<file path="src/rtl/alu_add9.sv">
// alu_add9: WIDTH-bit adder with a WIDTH+1-bit lossless result.
// mode=0 adds the operands as unsigned values, mode=1 adds them as two's complement.
// `out` is purely combinational; a registered copy of the result and its flags
// feeds pipelined consumers with exactly one cycle of latency.
module alu_add9 #(
    parameter int WIDTH = 8
) (
    input  logic             clk,
    input  logic             rst,
    input  logic             mode,
    input  logic [WIDTH-1:0] in_a,
    input  logic [WIDTH-1:0] in_b,
    output logic [WIDTH:0]   out,
    output logic [WIDTH:0]   out_q,
    output logic             carry_q,
    output logic             ovf_q,
    output logic             zero_q,
    output logic             neg_q
);

    logic [WIDTH:0] ext_a;
    logic [WIDTH:0] ext_b;
    logic           carry;
    logic           ovf;
    logic           zero;
    logic           neg;

    // Extend both operands by one bit (sign bit in signed mode, zero otherwise)
    // so the sum can never wrap, then derive the status flags from the result.
    always_comb begin
        ext_a = {mode & in_a[WIDTH-1], in_a};
        ext_b = {mode & in_b[WIDTH-1], in_b};
        out   = ext_a + ext_b;
        carry = ~mode & out[WIDTH];
        // Signed: the result needs the extra bit when its top two bits differ.
        ovf   = mode ? (out[WIDTH] != out[WIDTH-1]) : out[WIDTH];
        zero  = (out == '0);
        neg   = mode & out[WIDTH];
    end

    // Capture result and flags every edge; reset clears everything, including zero_q.
    always_ff @(posedge clk) begin
        if (rst) begin
            out_q   <= '0;
            carry_q <= 1'b0;
            ovf_q   <= 1'b0;
            zero_q  <= 1'b0;
            neg_q   <= 1'b0;
        end else begin
            out_q   <= out;
            carry_q <= carry;
            ovf_q   <= ovf;
            zero_q  <= zero;
            neg_q   <= neg;
        end
    end

endmodule

</file>
<file path="config.mk">
export PLATFORM = sky130hd
export DESIGN_NAME = alu_add9
export DESIGN_NICKNAME = d
export VERILOG_FILES = /design/src/rtl/alu_add9.sv
export SDC_FILE = /design/constraint.sdc
export NUM_CORES = 1
export LEC_CHECK = 0
export CAP_MARGIN = 20
export CORE_AREA = 5 5 51 53
export CTS_BUF_LIST = sky130_fd_sc_hd__clkbuf_4
export DETAILED_ROUTE_END_ITERATION = 6
export DIE_AREA = 0 0 56 58
export PLACE_DENSITY = 0.82
export SETUP_SLACK_MARGIN = 0.3
export SLEW_MARGIN = 20
export SYNTH_ARGS = -nofsm -noshare
export SYNTH_HDL_FRONTEND = slang
export SYNTH_SLANG_ARGS = --single-unit
</file>
<file path="constraint.sdc">
create_clock -name clk -period 2.8 [get_ports clk]
set_input_delay 0.56 -clock clk [delete_from_list [all_inputs] [get_ports clk]]
set_output_delay 0.56 -clock clk [all_outputs]
set_load 0.02 [all_outputs]
</file>
# Yosys cells after proc, flatten, opt, wreduce, memory -nomap -nowiden
# Index checks and enable logic that the tools add are counted.
# word_totals
regBits	13
in_bits	19
out_inout_bits	22
word_cells	14
# classes
n_addsub	1
eq_ne	1
n_mux	1
n_bitwise	5
reduce_logical	1
# op_table
cell	n
adder 9 bit	1
zero test 9 bit	1
AND 1 bit	4
two-way mux 1 bit	1
inequality test 1 bit	1
inverter 1 bit	1

# Logic depth before layout (Yosys ltp)
# Gate-level depths: netlist (run 1).
# depth
ltp_word	4
ltp_mapped	7
ltp_nobuf	7

# Worst setup path before layout (run 1)
# No wires, ideal clock.
# synth_path
path_kind	input -> output
from	in in_a[0]
to	out out[8]
t_arrival_ns	1.867
path_slack_ns	0.373
path_stages	7
path_cell_list	ha_1 fa_1 nand3_1 a211o_1 a21o_1 nand2_1 inv_1
# synth_between
elab_chain_cells	1
# synth_rtl
item	line	rtl
start: declaration	11	input logic [WIDTH-1:0] in_a,
adder 9 bit	33	out = ext_a + ext_b;
end: declaration	13	output logic [WIDTH:0] out,
# No other way between the ends.

# Final worst setup path (run 1)
# layout_path
from	in in_b[0]
to	out out[8]
# layout_between
elab_chain_cells	1
# layout_rtl
item	line	rtl
start: declaration	12	input logic [WIDTH-1:0] in_b,
adder 9 bit	33	
# No other way between the ends.

==> results of run 1 <==
-- final timing paths --
path	startpoint	endpoint	slack [ns]	depth (start not counted)
max	in_b[0]	out[8]	0.25	9
min	in_a[0]	out_q[0]	0.71	3
-- timing repair --
action / CTS / global route
resized for setup: 77 / 21
setup buffers: 4 / 3
endpoints found under the setup margin: 8 / 6
hold endpoints to repair: 0 / 0
pin swaps: 13 / 15
-- cell type report --
type	instances	area, um^2	share of cell area
Clock buffer	4	30.03	0.01820
Multi-Input combinational cell	70	706.9	0.4284
Timing Repair Buffer	71	595.6	0.3609
Tap cell	28	35.03	0.02123
Sequential cell	13	260.3	0.1577
Inverter	6	22.52	0.01365
-- worst min-delay path: cells and delay by family --
| family | cells | cell delay [ns] |
|---|---|---|
| buffers and inverters | 1 | 0.10 |
| AND/OR/NAND/NOR | 1 | 0.14 |
| adder cells (fa/ha/maj) | 1 | 0.14 |
-- metal layers --
layer / global-route usage / share of wire / wire (um)
met1: 0.2019 / 0.39 / 1297
met2: 0.3639 / 0.52 / 1735
met3: 0.03118 / 0.057 / 191
met4: 0.08475 / 0.040 / 136
met5: 0 / 0 / 0
-- where the power goes --
group	total (W)	switching [W]	internal [W]
combinational	0.000429	0.000213	0.000216
sequential	0.000210	0.00000532	0.000204
clock	0.000126	0.0000610	0.0000650
total	0.000765	0.000279	0.000485
-- flip-flops by register name (all words and copies together) (netlist names) --
signal   count
ovf_q        1
out_q        9
zero_q       1
neg_q        1
carry_q      1
-- cell usage after synthesis, drive strengths merged, types with 2 or more instances --
cell,instances,area [um^2]
xnor2,2,17.52
nand2,6,25.03
nand3,5,30.03
a21oi,7,38.79
and3,2,12.51
ha,8,100.1
nor2,5,18.77
nand2b,2,12.51
nor4,3,25.02
inv,6,22.52
o21ai,3,15.01
xor2,3,26.28
nor3,4,20.02
nor2b,4,25.02
dfxtp,13,260.3
a21o,3,23.77
-- metrics by stage --
step / instance area [um^2] / hold slack [ns] / TNS, ns / instances / util
2_1_floorplan: 799.5 / 0.6316 / 0 / 90 / -
3_3_place_gp: 1411 / 1.279 / -2.915 / 181 / 0.6702
3_5_place_dp: 1411 / 1.280 / -3.153 / 181 / 0.6702
4_1_cts: 1575 / 0.6567 / 0 / 189 / 0.7481
5_1_grt: 1650 / 0.7373 / 0 / 192 / 0.7837
6_report: 1650 / 0.7131 / 0 / 192 / 0.7837
-- logic make-up after synthesis --
kind of cell	Yosys count	synth area share
AND/OR/NAND/NOR	34	0.2363
AO/OA/AOI/OAI	22	0.2003
flip-flops	13	0.3255
adder cells (fa/ha/maj)	9	0.1502
buffers and inverters	7	0.03286
XOR/XNOR	5	0.05478
==> flow_metrics.py, run 1 <==
metrics = {
    "run_status": {
        "status": "complete, no violations",
    },
    "layout": {
        "final_cell_mix": "buf_4, clkdlybuf4s50_1, dfxtp_1",
        "antenna_cells": 0,
        "synthToLayoutAreaGrowth_pct": 106.4,
        "drive_gt1_frac": 0.4573,
        "layout_commonest_cell": "buf_4",
        "finalNetCount": 193,
        "n_fill_cell": 105,
    },
    "clocking": {
        "cts_max_level": 1,
        "numCtsBuffers": 3,
        "cts_tree": "built",
        "clk_pin_slew_ns": 0.07,
        "cts_hold_buffers": 0,
        "cts_buffer_depth": 2,
        "clock_sinks": 13,
        "root_buffer": "clkbuf_4",
    },
    "worst_setup_path": {
        "end_kind": "primary output",
        "worst_path_max_delay_cell": "a211o_1",
        "crit_arrival_ns": 1.99,
        "startpoint_type": "primary input",
        "crit_buf_inv": 3,
        "path_delay_family": "compound AO/OA/AOI/OAI gates",
        "cp_cell_sequence": "buf_2 > ha_4 > fa_2 > nand3_4 > a211o_1 > a21o_1 > nand2_2 > inv_2 > buf_6",
        "crit_fanout": 3,
        "critPathKind": "primary input to primary output",
        "cpPeakStageDelay_ns": 0.34,
        "required_ns": 2.24,
    },
    "grt": {
        "antenna_found_initial": 0,
        "grt_pass1_wl_um": 4823,
        "globalRouteOverflowTotal": 0,
        "grt_max_degree": 14,
        "groute.usage.overall": 0.1894,
        "grt_pass1_vias": 1013,
    },
    "timing": {
        "setup_viol": 0,
        "period_needed_ns": 2.551,
        "grt_setup_unrepaired": "true",
        "slew_headroom": 0.6713,
        "fmax_mhz": 392.0,
        "slew_violations": 0,
        "worstMarginPinSlew_ns": 0.4915,
        "period_share": 0.9112,
        "setup_slack_ns": 0.2487,
        "hold_viol": 0,
    },
    "power": {
        "power_w": 0.0007645,
        "p_leak_nw": 0.7305,
        "p_per_area_nw_per_um2": 463.2,
        "vdd_drop_max_uv": 347.3,
    },
    "floorplan": {
        "initial_core_util": 0.3797,
        "dieWidth_um": 56,
        "fp.dieArea_um2": 3248,
        "die_h_um": 58,
        "rows": 17,
        "core_um2": 2106,
        "io_pins": 41,
    },
    "routing": {
        "vias_per_cell": 5.370,
        "firstDrtPassIters": 4,
        "wl_um": 3361,
        "drcViolationCount": 0,
        "vias": 1031,
        "routedWlPerCell_um": 17.51,
        "drtIter0Drc": 37,
        "ant_nets": 0,
    },
    "synthesis": {
        "synth_nets": 118,
        "synth_area_um2": 799.5,
        "synth_seq_area_share": 0.3255,
        "ys_seq_elements": 13,
        "async_flop_share": 0,
        "syn_inst": 90,
        "synth_edf_count": 0,
        "syn_avg_cell_area_um2": 8.884,
        "ys_types": 36,
        "synth-main-ff-cell": "dfxtp_1",
        "ys_warn_count": 0,
    },
    "placement": {
        "io_buffer_count": 40,
        "dp_worst_setup_slack_ns": -0.5900,
        "place_hpwl_um": 2028,
        "place.gp.congestion": 0.8078,
    },
    "flow_run": {
        "cap_violations": 0,
    },
    "min_path": {
        "min_path_type": "primary input to flip-flop",
    },
}
Note: power is estimated with default switching activity, not from simulation.
==> inputs of run 2 (changes only) <==
- CTS_CLUSTER_DIAMETER: default -> 30
==> results of run 2 <==
Final layout, timing and power as in run 1 (identical DEF).
